--- src/rtl/fio_mem_dump_streamer_if.sv ---
// Stream and FileIO read-port bundle for the memory dump streamer.
// The master side is the streamer; the slave side is the host/BRAM environment.
interface fio_mem_dump_streamer_if #(
    parameter int ADDR_WIDTH = 9
);
    logic                  start;
    logic                  clear;
    logic                  busy;
    logic                  done;
    logic [ADDR_WIDTH-1:0] fio_addr;
    logic                  fio_rd_en;
    logic [255:0]          fio_rd_data;
    logic                  m_valid;
    logic                  m_ready;
    logic [31:0]           m_data;
    logic                  m_last;

    modport master (
        input  start, clear, fio_rd_data, m_ready,
        output busy, done, fio_addr, fio_rd_en, m_valid, m_data, m_last
    );

    modport slave (
        output start, clear, fio_rd_data, m_ready,
        input  busy, done, fio_addr, fio_rd_en, m_valid, m_data, m_last
    );
endinterface

--- src/rtl/fio_mem_dump_streamer.sv ---
// Sweeps a range of 256-bit FIO lines and streams each as eight 32-bit words,
// most-significant word first, on a valid/ready channel.
module fio_mem_dump_streamer #(
    parameter int ADDR_WIDTH = 9,
    parameter int START_ADDR = 0,
    parameter int NUM_LINES  = 16
) (
    input  logic                        clk,
    input  logic                        rst,
    fio_mem_dump_streamer_if.master     bus
);
    typedef enum logic [2:0] {
        S_IDLE,
        S_ADDR,
        S_WAIT,
        S_SEND,
        S_DONE
    } state_t;

    // Line counter is one bit wider so NUM_LINES = 2^ADDR_WIDTH is representable.
    localparam logic [ADDR_WIDTH:0]   LAST_LINE  = (ADDR_WIDTH+1)'(NUM_LINES - 1);
    localparam logic [ADDR_WIDTH-1:0] FIRST_ADDR = ADDR_WIDTH'(START_ADDR);

    state_t                state_q, state_d;
    logic [ADDR_WIDTH-1:0] addr_q, addr_d;
    logic [ADDR_WIDTH:0]   line_q, line_d;
    logic [2:0]            word_q, word_d;
    logic [255:0]          buf_q, buf_d;

    // NOTE: the line buffer is reset too, because m_data is taken straight from it
    // and must read as zero during reset.
    always_ff @(posedge clk or posedge rst) begin
        if (rst) begin
            state_q <= S_IDLE;
            addr_q  <= '0;
            line_q  <= '0;
            word_q  <= '0;
            buf_q   <= '0;
        end else begin
            state_q <= state_d;
            addr_q  <= addr_d;
            line_q  <= line_d;
            word_q  <= word_d;
            buf_q   <= buf_d;
        end
    end

    // NOTE: every next-state signal is defaulted to its current value first, so
    // no path through the case statement leaves one unassigned (no latches).
    always_comb begin
        state_d = state_q;
        addr_d  = addr_q;
        line_d  = line_q;
        word_d  = word_q;
        buf_d   = buf_q;
        unique case (state_q)
            S_IDLE: begin
                if (bus.start) begin
                    addr_d  = FIRST_ADDR;
                    line_d  = '0;
                    state_d = S_ADDR;
                end
            end
            S_ADDR: state_d = S_WAIT;
            S_WAIT: begin
                buf_d   = bus.fio_rd_data;
                word_d  = '0;
                state_d = S_SEND;
            end
            S_SEND: begin
                if (bus.m_ready) begin
                    // Shift so the outgoing word is always the top 32 bits.
                    buf_d  = {buf_q[223:0], 32'h0};
                    word_d = word_q + 3'd1;
                    if (word_q == 3'd7) begin
                        if (line_q == LAST_LINE) begin
                            state_d = S_DONE;
                        end else begin
                            line_d  = line_q + (ADDR_WIDTH+1)'(1);
                            addr_d  = addr_q + ADDR_WIDTH'(1);
                            state_d = S_ADDR;
                        end
                    end
                end
            end
            S_DONE:  state_d = S_IDLE;
            default: state_d = S_IDLE;
        endcase
        if (bus.clear) state_d = S_IDLE;
    end

    assign bus.busy      = (state_q != S_IDLE);
    assign bus.done      = (state_q == S_DONE);
    assign bus.fio_addr  = addr_q;
    assign bus.fio_rd_en = (state_q == S_ADDR);
    assign bus.m_valid   = (state_q == S_SEND);
    assign bus.m_data    = buf_q[255:224];
    assign bus.m_last    = (state_q == S_SEND) && (word_q == 3'd7) && (line_q == LAST_LINE);
endmodule

--- src/flat_wrapper.sv ---
// flat-port wrapper written by rule: the top's interface ports become plain ports
module fio_mem_dump_streamer_flat 
#(
    parameter int ADDR_WIDTH = 9,
    parameter int START_ADDR = 0,
    parameter int NUM_LINES  = 16
)
  (clk, rst, bus_start, bus_clear, bus_fio_rd_data, bus_m_ready, bus_busy, bus_done, bus_fio_addr, bus_fio_rd_en, bus_m_valid, bus_m_data, bus_m_last);
  fio_mem_dump_streamer_if #(.ADDR_WIDTH(ADDR_WIDTH)) bus_i ();
  input  logic clk;
  input  logic rst;
  input wire logic [$bits(bus_i.start)-1:0] bus_start;
  input wire logic [$bits(bus_i.clear)-1:0] bus_clear;
  input wire logic [$bits(bus_i.fio_rd_data)-1:0] bus_fio_rd_data;
  input wire logic [$bits(bus_i.m_ready)-1:0] bus_m_ready;
  output wire logic [$bits(bus_i.busy)-1:0] bus_busy;
  output wire logic [$bits(bus_i.done)-1:0] bus_done;
  output wire logic [$bits(bus_i.fio_addr)-1:0] bus_fio_addr;
  output wire logic [$bits(bus_i.fio_rd_en)-1:0] bus_fio_rd_en;
  output wire logic [$bits(bus_i.m_valid)-1:0] bus_m_valid;
  output wire logic [$bits(bus_i.m_data)-1:0] bus_m_data;
  output wire logic [$bits(bus_i.m_last)-1:0] bus_m_last;
  assign bus_i.start = bus_start;
  assign bus_i.clear = bus_clear;
  assign bus_i.fio_rd_data = bus_fio_rd_data;
  assign bus_i.m_ready = bus_m_ready;
  assign bus_busy = bus_i.busy;
  assign bus_done = bus_i.done;
  assign bus_fio_addr = bus_i.fio_addr;
  assign bus_fio_rd_en = bus_i.fio_rd_en;
  assign bus_m_valid = bus_i.m_valid;
  assign bus_m_data = bus_i.m_data;
  assign bus_m_last = bus_i.m_last;
  fio_mem_dump_streamer #(.ADDR_WIDTH(ADDR_WIDTH), .START_ADDR(START_ADDR), .NUM_LINES(NUM_LINES)) u_core (.clk(clk), .rst(rst), .bus(bus_i));
endmodule
--- config.mk ---
export PLATFORM = sky130hd
export DESIGN_NAME = fio_mem_dump_streamer_flat
export DESIGN_NICKNAME = d
export VERILOG_FILES = /design/src/rtl/fio_mem_dump_streamer_if.sv /design/src/rtl/fio_mem_dump_streamer.sv /design/src/flat_wrapper.sv
export SDC_FILE = /design/constraint.sdc
export NUM_CORES = 1
export LEC_CHECK = 0
export CAP_MARGIN = 15
export CORE_MARGIN = 2
export CORE_UTILIZATION = 40
export CTS_BUF_LIST = sky130_fd_sc_hd__clkbuf_8
export DETAILED_ROUTE_END_ITERATION = 10
export PLACE_DENSITY_LB_ADDON = 0.12
export SLEW_MARGIN = 30
export SYNTH_ARGS = -nofsm -noshare
export SYNTH_HDL_FRONTEND = slang
export SYNTH_SLANG_ARGS = --single-unit
--- constraint.sdc ---
create_clock -name clk -period 20.2 [get_ports clk]
set_input_delay 4.04 -clock clk [delete_from_list [all_inputs] [get_ports clk]]
set_output_delay 4.04 -clock clk [all_outputs]
set_load 0.005 [all_outputs]
==> metrics.cfg, run 1 <==
[outcome]
status = completed

[timing]
fin_crit_ns = 6.439
fmax_ghz = 0.1553
setup_violations = 0
drv_slew = 0
finalSetupTns_ns = 0
hold_viol_final = 0
slew_headroom = 0.3401
worst_pin_slew_ns = 0.9898
fin_crit_sh = 0.3187
clock_skew_ns = 0.02598
whs_ns = 0.4748
rsz0062_at_grt = false

[detailed_routing]
viasPerCell = 4.892
drcViolationCount = 0
drt_wl_total_mm = 33.07
via_count = 9339
drtIter0Drc = 658
route.detailed.wl_per_inst_um = 17.33
firstDrtPassIters = 5
ant_nets = 0

[yosys]
yosys_warnings = 0
synth_flop_cell = dfrtp_1
synth.net_count = 1484
ys_seq_elements = 281
synth_area_leaders = dfrtp_1 55%, mux2i_1 18%, o21ai_0 8.9%
synth.top_cell.area_share = 0.5462
synth_seq_area_share = 0.5462
synth_area_per_cell_um2 = 10.56
syn_inst = 1219
synth_area_leader_cell = dfrtp_1
ys_types = 35
syn_area_mm2 = 0.01287
synth_edf_count = 0
async_reset_ff_frac = 1.000

[layout]
layout.nets = 1735
fillCellCount = 2864
syn_to_final_growth_pct = 31.88
drive_gt1_frac = 0.05593

[floorplanning]
core_mm2 = 0.03164
fp.dieW_um = 183.4
die_area_mm2 = 0.03364
num_rows = 65
pin_count = 307
initial_utilization = 0.4069
dieHeight_um = 183.4

[clocking]
root_buffer = clkbuf_8
cts_setup_buffers = 0
cts_buffers = 49
ctsHtreeMaxLevel = 2
cts.repair.resized = 0
cts_sinks = 281
cts_buffer_depth = 3
path_clk_slew_ns = 0.06
cts_tree = built
clk_latency_ns = 0.56
cts.hold.buffers_added = 0

[power_and_ir_drop]
power.leakage_nw = 8.869
vdd_drop_max_v = 0.00004537
power_density_mw_per_mm2 = 107.9

[setup_path]
reg2reg_slack_ns = 16.53
cp_slowest_cell = clkdlybuf4s50_1
required_ns = 16.16
startpoint_type = flop
critPathArrivalTime_ns = 2.40
path_cells = nor4_1, and3_1, and3_1, clkdlybuf4s50_1
max_stage_delay_ns = 0.49
worst-path-buf-inv = 1
worst_path_dominant_cell_family = simple AND/OR/NAND/NOR gates
crit_type = flop to output port
worstPathMaxFanout = 6
crit_top_cell = and3_1
setup.worst_path.end_class = output port

[global_route]
grt_overflow = 0
antenna_found_initial = 7
grt_use_total = 0.1965
grt_pass1_wl_mm = 51.94
first_global_vias = 9332
grt_max_degree = 293

[place]
gp_congestion = 0.8048
io_buffer_count = 306
dp_hpwl_mm = 22.93

[min_path]
hp-class = flop to flop

[run]
cap_violations = 0

cells in the mapped netlist (all sizes together) (6+ instances only):
master,n
nand2,242
dfrtp,281
nand3,8
inv,6
a31oi,8
nor2,7
a22o,35
o21ai,230
and3,7
mux2i,235
clkbuf,40
buf,79
flip-flops by register name, indices dropped and copies added (netlist names):
| name | flops |
|---|---|
| u_core.word_q | 3 |
| u_core.buf_q | 256 |
| u_core.bus.fio_addr | 9 |
| u_core.line_q | 10 |
| u_core.state_q | 3 |
cell usage in the layout, fill, tap and decap left out, types with 6 or more instances in the layout:
cell type	instances
nor2_1	6
o21ai_0	228
a22o_1	35
dfrtp_1	281
clkdlybuf4s50_1	306
a31oi_1	8
clkbuf_8	65
mux2i_1	235
buf_4	8
nand2_1	242
inv_1	20
and3_1	7
nand3_1	8
routing by layer:
metal	vias to the layer above	global-route usage	part of all wire
met5	-	0	0.0014
met4	6	0.05152	0.020
met3	56	0.05719	0.077
met2	280	0.3008	0.44
met1	4253	0.2736	0.46
li1	4744	-	-
tightest hold or removal path, cell delays in order, from the launching register on:
cell and delay, ns:
dfrtp_1 0.34, nand2_1 0.04, o21ai_0 0.06
final timing paths:
| path | start | end | cells after the start |
|---|---|---|---|
| max in group asynchronous | rst | u_core.buf_q[189] | 4 |
| min in group asynchronous | rst | u_core.buf_q[67] | 2 |
| hold reg to reg | u_core.buf_q[128] | u_core.buf_q[128] | 2 |
| setup reg to reg | u_core.state_q[0] | u_core.buf_q[190] | 6 |
| setup / recovery | u_core.line_q[7] | bus_m_last | 4 |
| hold / removal | u_core.buf_q[128] | u_core.buf_q[128] | 2 |
cell families (layout without fill, tap and decap cells):
family | after synthesis | count (layout) | share of synthesized area
AOI/OAI and AO/OA | 284 | 284 | 0.1247
adders and majority gates | 4 | 4 | 0.003888
buffers and inverters | 125 | 408 | 0.04986
DFF | 281 | 281 | 0.5462
muxes | 235 | 235 | 0.1827
other | 0 | 5 | 0
and+or+nand+nor | 290 | 290 | 0.09262
area by class of cell:
cell class | count | area (µm²) | area share
antenna | 5 | 12.51 | 0.0007370
sequential | 281 | 7032 | 0.4142
clock buffer | 65 | 894.6 | 0.05269
clock inverter | 18 | 73.82 | 0.004348
tap | 402 | 503.0 | 0.02963
inverter | 6 | 35.03 | 0.002064
multi-input combinational | 813 | 5214 | 0.3071
timing repair buffer | 319 | 3213 | 0.1893
power by group:
| group | internal (mW) | leakage [nW] | switching [mW] |
|---|---|---|---|
| clock | 0.284 | 0.555 | 0.229 |
| sequential | 0.778 | 3.53 | 0.127 |
| combinational | 0.223 | 4.78 | 0.192 |
| total | 1.28 | 8.87 | 0.548 |
per-stage QoR:
stage          std cells  setup WS (ns)  power [mW]  utilization  area [µm²]
4_1_cts             1903          13.74       1.861       0.5352       16930
3_5_place_dp        1820          13.31       1.341       0.5046       15960
6_report            1909          13.76       1.832       0.5366       16980
3_3_place_gp        1819          13.41       1.319       0.5037       15940
5_1_grt             1909          13.60       1.970       0.5366       16980
2_1_floorplan       1219          8.409       1.171            -       12870
No activity file was read; power rests on OpenSTA's default activity.
==> run 2: changes to the inputs <==
==> constraint.sdc (replaced) <==
create_clock -name clk -period 6.1 [get_ports clk]
set_input_delay 1.22 -clock clk [delete_from_list [all_inputs] [get_ports clk]]
set_output_delay 1.22 -clock clk [all_outputs]
set_load 0.005 [all_outputs]
==> metrics.cfg, run 2 (synthesis results as in run 1) <==
[outcome]
status = completed

[clocking]
cts.hold.buffers_added = 0  ; unchanged
cts_tree = built
cts_sinks = 281  ; unchanged
ctsHtreeMaxLevel = 2  ; unchanged
path_clk_slew_ns = 0.06  ; about the same
cts_buffer_depth = 3  ; unchanged
cts_buffers = 49  ; unchanged
root_buffer = clkbuf_8
clk_latency_ns = 0.57  ; about the same
cts.repair.resized = 0  ; unchanged
cts_setup_buffers = 0  ; unchanged

[floorplanning]
initial_utilization = 0.4069  ; unchanged
num_rows = 65  ; unchanged
pin_count = 307  ; unchanged
die_area_mm2 = 0.03364  ; unchanged
fp.dieW_um = 183.4  ; unchanged
dieHeight_um = 183.4  ; unchanged
core_mm2 = 0.03164  ; unchanged

[detailed_routing]
via_count = 9346  ; +0.075%
route.detailed.wl_per_inst_um = 17.20  ; -0.73%
drtIter0Drc = 501  ; -24%
drt_wl_total_mm = 32.80  ; -0.83%
drcViolationCount = 0  ; unchanged
viasPerCell = 4.901  ; +0.18%
ant_nets = 0  ; unchanged
firstDrtPassIters = 4  ; -1

[place]
gp_congestion = 0.7778  ; -3.4%
io_buffer_count = 306  ; unchanged
dp_hpwl_mm = 22.65  ; -1.2%

[min_path]
holdPathEnd = u_core.buf_q[247]
holdPathStages = 2  ; unchanged
hp-class = flop to flop
hp-start = u_core.buf_q[247]

[power_and_ir_drop]
power.leakage_nw = 8.856  ; -0.15%
power_density_mw_per_mm2 = 353.6  ; +230%
vdd_drop_max_v = 0.0002601  ; +470%

[layout]
layout.nets = 1734  ; -0.058%
fillCellCount = 2885  ; +0.73%
multi_input_area_mm2 = 0.005214  ; unchanged
drive_gt1_frac = 0.05456  ; -0.001368
layout_common_cells = 306 x clkdlybuf4s50_1, 281 x dfrtp_1, 242 x nand2_1
final_common_cell = clkdlybuf4s50_1
largest_reg_flops = 256  ; unchanged
regMostFlops = u_core.buf_q
final-seq-area_mm2 = 0.007032  ; unchanged
syn_to_final_growth_pct = 31.48

[timing]
finalSetupTns_ns = 0  ; unchanged
hold_viol_final = 0  ; unchanged
slew_headroom = 0.2953  ; -0.04476
clock_skew_ns = 0.02281  ; -0.003175 ns
rsz0062_at_grt = false
fin_crit_sh = 0.6569
fmax_ghz = 0.2496
fin_crit_ns = 4.007
drv_slew = 0  ; unchanged
worst_pin_slew_ns = 1.057  ; +0.06714 ns
setup_violations = 0  ; unchanged
whs_ns = 0.4728  ; -0.001951 ns

[run]
cap_violations = 0  ; unchanged

[setup_path]
worst_path_dominant_cell_family = buffers and inverters
setup.worst_path.end_class = output port
reg2reg_slack_ns = 2.84  ; -13.69 ns
r2r_start = u_core.state_q[0]
max_stage_delay_ns = 0.66  ; +0.17 ns
rr_worst_depth = 7  ; +1
worstReg2RegEnd = u_core.line_q[8]
path_cells = nand3b_1, buf_4, inv_1, and3_1, clkdlybuf4s50_1
worstPathMaxFanout = 51  ; +45
cp_slowest_cell = buf_4
required_ns = 4.88  ; -11.28 ns
crit_type = flop to output port
worst-path-buf-inv = 3  ; +2
critPathArrivalTime_ns = 2.79  ; +0.39 ns
startpoint_type = flop

[global_route]
grt_overflow = 0  ; unchanged
grt_pass1_wl_mm = 51.85  ; -0.17%
antenna_found_initial = 7  ; unchanged
grt_use_total = 0.1959  ; -0.0006414
first_global_vias = 9499  ; +1.8%
grt_max_degree = 296  ; +1.0%

## run 2: cell types whose count changed in the layout (fill, tap and decap cells not counted), sizes merged
cell / previous run / this run
clkbuf: 65 / 57
inv: 20 / 25
clkinv: 3 / 7
diode: 5 / 2
buf: 13 / 12
clkinvlp: 1 / 2
## run 2: final cells by class
class | instances | share of cell area
antenna | 2 | 0.0002957
clock buffer | 57 | 0.04635
clock inverter | 28 | 0.007762
inverter | 6 | 0.001552
multi-input combinational | 813 | 0.3080
sequential | 281 | 0.4154
tap | 402 | 0.02972
timing repair buffer | 318 | 0.1909
## run 2: report_power, final
group          switching (mW)  internal, mW  total, mW  leakage [nW]
registers               0.431          2.58       3.01          3.53
logic                   0.627         0.740       1.37          4.78
clock network           0.761         0.850       1.61         0.543
total                    1.82          4.17       5.99          8.86
## run 2: routing by layer
metal	vias up	GRT usage	wire, µm
met3	56	0.06593	2627
met2	252	0.3020	14530
met5	-	0	56
met4	8	0.04608	575
li1	4759	-	-
met1	4271	0.2669	15010
## run 2: worst reg2reg max path: cells and delay by family (launching register included)
| kind | cells | cell delay (ns) |
|---|---|---|
| AOI/OAI and AO/OA | 3 | 1.01 |
| buffers and inverters | 3 | 1.59 |
| DFF | 1 | 0.47 |
| and+or+nand+nor | 1 | 0.13 |
## run 2: how the worst max path moves through the flow
stage                            from              end  cells past startpoint
finish              u_core.state_q[0]       bus_m_last                      5
global route        u_core.state_q[0]       bus_m_last                      5
CTS                 u_core.state_q[0]       bus_m_last                      5
detailed placement  u_core.state_q[0]       bus_m_last                      5
global placement    u_core.state_q[0]       bus_m_last                      5
floorplan                         rst  u_core.buf_q[0]                      1
## run 2: per-stage QoR
| stage | setup WS (ns) | util | power (mW) | area (µm²) | cells |
|---|---|---|---|---|---|
| floorplan | 1.159 | - | 3.879 | 12880 | 1219 |
| global placement | 2.688 | 0.5048 | 4.375 | 15970 | 1819 |
| detailed placement | 2.668 | 0.5048 | 4.447 | 15970 | 1819 |
| CTS | 2.030 | 0.5338 | 6.093 | 16890 | 1904 |
| global route | 1.900 | 0.5349 | 6.454 | 16920 | 1906 |
| finish | 2.093 | 0.5350 | 5.986 | 16930 | 1907 |
